==> src/rtl/l2cache_axi_bridge.sv <==
// l2cache_axi_bridge
//   Memory-side responder for the L2 cache line interface. Each accepted
//   request becomes one AXI4 INCR burst of (1<<offset_width) 32-bit beats.
//   Reads gather a whole line into the line buffer. Writes stream a latched
//   victim line. Only one transaction is in flight at a time.
//
// Ports
//   clk, rstn                     clock, asynchronous active-low reset
//   l2cache_mem_req_r/_w          cache read / write request
//   addr_l2cache_mem_r/_w         line-aligned read / write address
//   dout_l2cache_mem              write line (word 0 in bits [31:0])
//   l2cache_mem_wstrb             byte strobe applied to every write beat
//   mem_l2cache_addrOK_r/_w       one-cycle request-accepted pulses
//   din_mem_l2cache               read line to the cache
//   mem_l2cache_dataOK            read data valid / write complete
//   l2cache_mem_rdy               cache accepts dataOK
//   ar*/r*/aw*/w*/b*              AXI4 master channels
//
// offset_width must be at least 1.
module l2cache_axi_bridge #(
  parameter int unsigned offset_width = 2,
  parameter logic [3:0]  axi_id       = 4'd0
) (
  input  logic                                 clk,
  input  logic                                 rstn,
  // cache read request
  input  logic                                 l2cache_mem_req_r,
  input  logic [31:0]                          addr_l2cache_mem_r,
  output logic                                 mem_l2cache_addrOK_r,
  // cache write request
  input  logic                                 l2cache_mem_req_w,
  input  logic [31:0]                          addr_l2cache_mem_w,
  input  logic [32*(1<<offset_width)-1:0]      dout_l2cache_mem,
  input  logic [3:0]                           l2cache_mem_wstrb,
  output logic                                 mem_l2cache_addrOK_w,
  // cache response
  output logic [32*(1<<offset_width)-1:0]      din_mem_l2cache,
  output logic                                 mem_l2cache_dataOK,
  input  logic                                 l2cache_mem_rdy,
  // AXI AR
  output logic [3:0]                           arid,
  output logic [31:0]                          araddr,
  output logic [7:0]                           arlen,
  output logic [2:0]                           arsize,
  output logic [1:0]                           arburst,
  output logic                                 arvalid,
  input  logic                                 arready,
  // AXI R
  input  logic [3:0]                           rid,
  input  logic [31:0]                          rdata,
  input  logic [1:0]                           rresp,
  input  logic                                 rlast,
  input  logic                                 rvalid,
  output logic                                 rready,
  // AXI AW
  output logic [3:0]                           awid,
  output logic [31:0]                          awaddr,
  output logic [7:0]                           awlen,
  output logic [2:0]                           awsize,
  output logic [1:0]                           awburst,
  output logic                                 awvalid,
  input  logic                                 awready,
  // AXI W
  output logic [31:0]                          wdata,
  output logic [3:0]                           wstrb,
  output logic                                 wlast,
  output logic                                 wvalid,
  input  logic                                 wready,
  // AXI B
  input  logic [3:0]                           bid,
  input  logic [1:0]                           bresp,
  input  logic                                 bvalid,
  output logic                                 bready
);

  localparam int unsigned BEATS = 1 << offset_width;
  localparam logic [offset_width-1:0] LAST = '1;

  typedef enum logic [2:0] {
    IDLE,
    AR,
    R,
    AW,
    W,
    B,
    RESP
  } state_t;

  state_t                        state;
  logic [offset_width-1:0]       cnt;
  logic [31:0]                   addr_q;
  logic [3:0]                    strb_q;
  logic [BEATS-1:0][31:0]        line_buf;
  logic [BEATS-1:0][31:0]        wline;

  // Response IDs and status codes are not inspected.
  logic unused_inputs;
  assign unused_inputs = ^{rid, rresp, bid, bresp};

  // Fixed burst shape
  assign arid    = axi_id;
  assign awid    = axi_id;
  assign arlen   = 8'(BEATS - 1);
  assign awlen   = 8'(BEATS - 1);
  assign arsize  = 3'b010;
  assign awsize  = 3'b010;
  assign arburst = 2'b01;
  assign awburst = 2'b01;

  assign araddr          = addr_q;
  assign awaddr          = addr_q;
  assign wstrb           = strb_q;
  assign wdata           = wline[cnt];
  assign wlast           = wvalid && (cnt == LAST);
  assign din_mem_l2cache = line_buf;

  always_ff @(posedge clk or negedge rstn) begin
    if (!rstn) begin
      state                <= IDLE;
      cnt                  <= '0;
      addr_q               <= '0;
      strb_q               <= '0;
      line_buf             <= '0;
      wline                <= '0;
      mem_l2cache_addrOK_r <= 1'b0;
      mem_l2cache_addrOK_w <= 1'b0;
      mem_l2cache_dataOK   <= 1'b0;
      arvalid              <= 1'b0;
      rready               <= 1'b0;
      awvalid              <= 1'b0;
      wvalid               <= 1'b0;
      bready               <= 1'b0;
    end else begin
      case (state)
        IDLE: begin
          // write wins when both requests are present
          if (l2cache_mem_req_w) begin
            addr_q               <= addr_l2cache_mem_w;
            wline                <= dout_l2cache_mem;
            strb_q               <= l2cache_mem_wstrb;
            mem_l2cache_addrOK_w <= 1'b1;
            awvalid              <= 1'b1;
            state                <= AW;
          end else if (l2cache_mem_req_r) begin
            addr_q               <= addr_l2cache_mem_r;
            mem_l2cache_addrOK_r <= 1'b1;
            arvalid              <= 1'b1;
            state                <= AR;
          end
        end

        AR: begin
          mem_l2cache_addrOK_r <= 1'b0;
          if (arready) begin
            arvalid <= 1'b0;
            rready  <= 1'b1;
            cnt     <= '0;
            state   <= R;
          end
        end

        R: begin
          if (rvalid) begin
            line_buf[cnt] <= rdata;
            cnt           <= cnt + 1'b1;
            // rlast ends the burst regardless of how many beats arrived
            if (rlast) begin
              rready             <= 1'b0;
              mem_l2cache_dataOK <= 1'b1;
              state              <= RESP;
            end
          end
        end

        AW: begin
          mem_l2cache_addrOK_w <= 1'b0;
          if (awready) begin
            awvalid <= 1'b0;
            wvalid  <= 1'b1;
            cnt     <= '0;
            state   <= W;
          end
        end

        W: begin
          if (wready) begin
            cnt <= cnt + 1'b1;
            if (cnt == LAST) begin
              wvalid <= 1'b0;
              bready <= 1'b1;
              state  <= B;
            end
          end
        end

        B: begin
          if (bvalid) begin
            bready             <= 1'b0;
            mem_l2cache_dataOK <= 1'b1;
            state              <= RESP;
          end
        end

        RESP: begin
          if (l2cache_mem_rdy) begin
            mem_l2cache_dataOK <= 1'b0;
            state              <= IDLE;
          end
        end

        default: state <= IDLE;
      endcase
    end
  end

endmodule
==> config.mk <==
export PLATFORM = sky130hd
export DESIGN_NAME = l2cache_axi_bridge
export DESIGN_NICKNAME = d
export VERILOG_FILES = /design/src/rtl/l2cache_axi_bridge.sv
export SDC_FILE = /design/constraint.sdc
export NUM_CORES = 1
export LEC_CHECK = 0
export ABC_AREA = 1
export BUFFER_PORTS_ARGS = -buffer_cell sky130_fd_sc_hd__buf_2
export CAP_MARGIN = 20
export CORE_AREA = 2 2 202 204
export CTS_BUF_LIST = sky130_fd_sc_hd__clkbuf_4
export CTS_CLUSTER_DIAMETER = 60
export DETAILED_ROUTE_END_ITERATION = 10
export DIE_AREA = 0 0 204 206
export PLACE_DENSITY_LB_ADDON = 0.15
export RECOVER_POWER = 100
export SLEW_MARGIN = 20
export SYNTH_ARGS = -nofsm -noshare
export SYNTH_HDL_FRONTEND = slang
export SYNTH_SLANG_ARGS = --single-unit
export TNS_END_PERCENT = 20
==> constraint.sdc <==
create_clock -name clk -period 1.6 [get_ports clk]
set_input_delay 0.32 -clock clk [delete_from_list [all_inputs] [get_ports clk]]
set_output_delay 0.32 -clock clk [all_outputs]
set_load 0.02 [all_outputs]
==> flow_metrics.env <==
export IMPL_synthTopCellsByCount="564 x nand2_1, 305 x dfrtp_1, 217 x o21ai_0"
export IMPL_finalCriticalPeriod_ps=2340
export IMPL_hold_path_class="input port to register"
export IMPL_drtIter0Drc=1038
export IMPL_clockRootBuffer="clkbuf_4"
export IMPL_core_rowCount=74
export IMPL_worst_endpoint_required_ps=1280
export IMPL_synthCells=1622
export IMPL_hold_violations=0
export IMPL_r2r_start="cnt[0]"
export IMPL_grt_pass1_wl_mm=74.4
export IMPL_synth_largest_area_cell="dfrtp_1"
export IMPL_grt_pass1_vias=13729
export IMPL_cts_buffers=86
export IMPL_grt_max_degree=65
export IMPL_ys_seq_area_frac=0.564
export IMPL_path_cells="inv_8 > buf_12 > nor2_1 > o22ai_2 > buf_6"
export IMPL_setup_ws_ps=-745
export IMPL_area_growth_pct=61.3
export IMPL_criticalPathCategory="register to output pin"
export IMPL_drc=0
export IMPL_irDropWorstVdd_mv=0.940
export IMPL_fin_crit_sh=1.47
export IMPL_ys_flop_type="dfrtp_1"
export IMPL_ios=522
export IMPL_grt_setup_unrepaired="true"
export IMPL_crit_path_max_incr_delay_ps=500
export IMPL_async_flop_share=1.00
export IMPL_crit_path_start="cnt[0]"
export IMPL_crit_fanout=15
export IMPL_drive_above_1_share=0.333
export IMPL_violations="negative setup slack"
export IMPL_slowest_stage="dfrtp_2"
export IMPL_synth_area_top_cells="dfrtp_1 56%, nand2_1 16%, o21ai_0 8.0%, nand3_1 5.4%, buf_4 3.7%"
export IMPL_setup_viol=359
export IMPL_dp_cells=2552
export IMPL_ant_nets=0
export IMPL_multi_input_area_um2=5300
export IMPL_die_w_um=204
export IMPL_worstRegToRegCells=8
export IMPL_post_dp_hpwl_mm=31.0
export IMPL_cts_tree="done"
export IMPL_ys_seq_elements=305
export IMPL_tightestPinTransition_ps=834
export IMPL_nNetsFinal=2640
export IMPL_numClockSinks=305
export IMPL_initial_core_util=0.337
export IMPL_clockBufferDepth=3
export IMPL_pwr_density_cell_nw_per_um2=1900
export IMPL_synth_top_area_frac=0.564
export IMPL_p_leak_nw=11.6
export IMPL_cap_violations=0
export IMPL_wl_per_cell_um=17.1
export IMPL_core_area_um2=40200
export IMPL_hold_depth=4
export IMPL_syn_area_um2=13500
export IMPL_end_kind="output pin"
export IMPL_yosysWarnings=0
export IMPL_clkLatencyLatePin_ps=750
export IMPL_maxSlewViolCount=0
export IMPL_max_slew_margin_rel=0.444
export IMPL_fin_total_pwr_w=0.0414
export IMPL_hold_start="l2cache_mem_req_w"
export IMPL_yosysMostFrequentCell="nand2_1"
export IMPL_port_buffer_count=475
export IMPL_firstDrtPassIters=5
export IMPL_finalNonFillerCells=2996
export IMPL_die_area_um2=42000
export IMPL_antenna_found_initial=7
export IMPL_num_vias=14078
export IMPL_cts_htree_levels=3
export IMPL_rr_endpoint="din_mem_l2cache[92]"
export IMPL_wirelength_mm=51.2
export IMPL_die_h_um=206
export IMPL_fill_cells=3803
export IMPL_grt_overflow=0
export IMPL_synth_edf_count=0
export IMPL_worstHoldEndpoint="wline[62]"
export IMPL_clock_fmax_mhz=426
export IMPL_path_clk_slew_ps=70
export IMPL_status="complete, but fails checks"
export IMPL_routabilityCongestion=0.844
export IMPL_worst_setup_path_start_kind="register"
export IMPL_regArea_um2=7640
export IMPL_ys_types=25
export IMPL_avgSynthCellArea_um2=8.34
export IMPL_reg2reg_slack_ps=-210
export IMPL_crit_arrival_ps=2020
export IMPL_grt_usage=0.225
export IMPL_via_per_inst=4.70
export IMPL_skew_ps=37.9
metal layers:
layer,up-vias,share of wire,GRT usage
met4,0,0.024,0.0826
met2,504,0.48,0.363
met1,6770,0.43,0.292
li1,6727,-,-
met5,-,0,0
met3,77,0.070,0.0580
area by class of cell:
cell class                      instances  share of cell area
Sequential cell                       305               0.350
Multi-Input combinational cell       1102               0.243
Clock inverter                         20             0.00619
Antenna cell                            8            0.000917
Inverter                               81              0.0144
Tap cell                              532              0.0305
Clock buffer                          139              0.0478
Timing Repair Buffer                  809               0.307
critical path: cells and delay by family, from the launching register on:
family	cells	cell delay, ps
flip-flops	1	500
buffers and inverters	3	480
AO/OA/AOI/OAI	1	230
AND/OR/NAND/NOR	1	60
registers in the layout (all words and copies together) (netlist names), 2 cells and up:
signal,flops
state,3
wline,128
cnt,2
wstrb,4
araddr,32
din_mem_l2cache,128
worst max-delay path by stage:
stage / to
finish: wdata[30]
global route: wdata[30]
CTS: wdata[6]
detailed placement: wdata[14]
global placement: wdata[14]
floorplan: wdata[0]
placed cells by master (no fill, tap or decap), drive strengths merged, types with 34 or more instances in the layout:
cell type,instances
clkbuf,168
dlygate4sd3,239
nand2,570
buf,541
nand3,148
dfrtp,305
nor2,76
inv,82
conb,34
o21ai,227
stage by stage:
step / instance area, µm² / TNS (ps) / hold slack (ps) / util / setup WS, ps
2_1_floorplan: 13800 / -270 / 24.4 / - / -48.5
4_1_cts: 21200 / -55910 / 8.18 / 0.529 / -852
6_report: 21800 / -37670 / 95.6 / 0.543 / -745
3_3_place_gp: 16700 / -77.8 / 262 / 0.417 / -30.1
5_1_grt: 21800 / -86850 / 67.9 / 0.543 / -850
3_5_place_dp: 16700 / -611 / 263 / 0.417 / -42.6
logic make-up after synthesis:
family | share of synthesized area
other | 0.000555
buffers and inverters | 0.0899
DFF | 0.564
AOI/OAI and AO/OA | 0.100
and+or+nand+nor | 0.241
adders and majority gates | 0.00370
report_power, final:
group / leakage [nW] / switching [W] / internal, W
logic: 6.98 / 0.0117 / 0.00860
registers: 3.89 / 0.00234 / 0.0110
clock network: 0.699 / 0.00344 / 0.00424
total: 11.6 / 0.0175 / 0.0239
what timing repair did:
action                     in CTS  in global routing
cloned                          5                 21
pin swaps                       2                 11
resized for setup             247                134
hold buffers                  240                  0
setup endpoints to repair     332                527
setup buffers                  10                  4
hold endpoints to repair      608                  0
No activity file was read; power rests on OpenSTA's default activity.
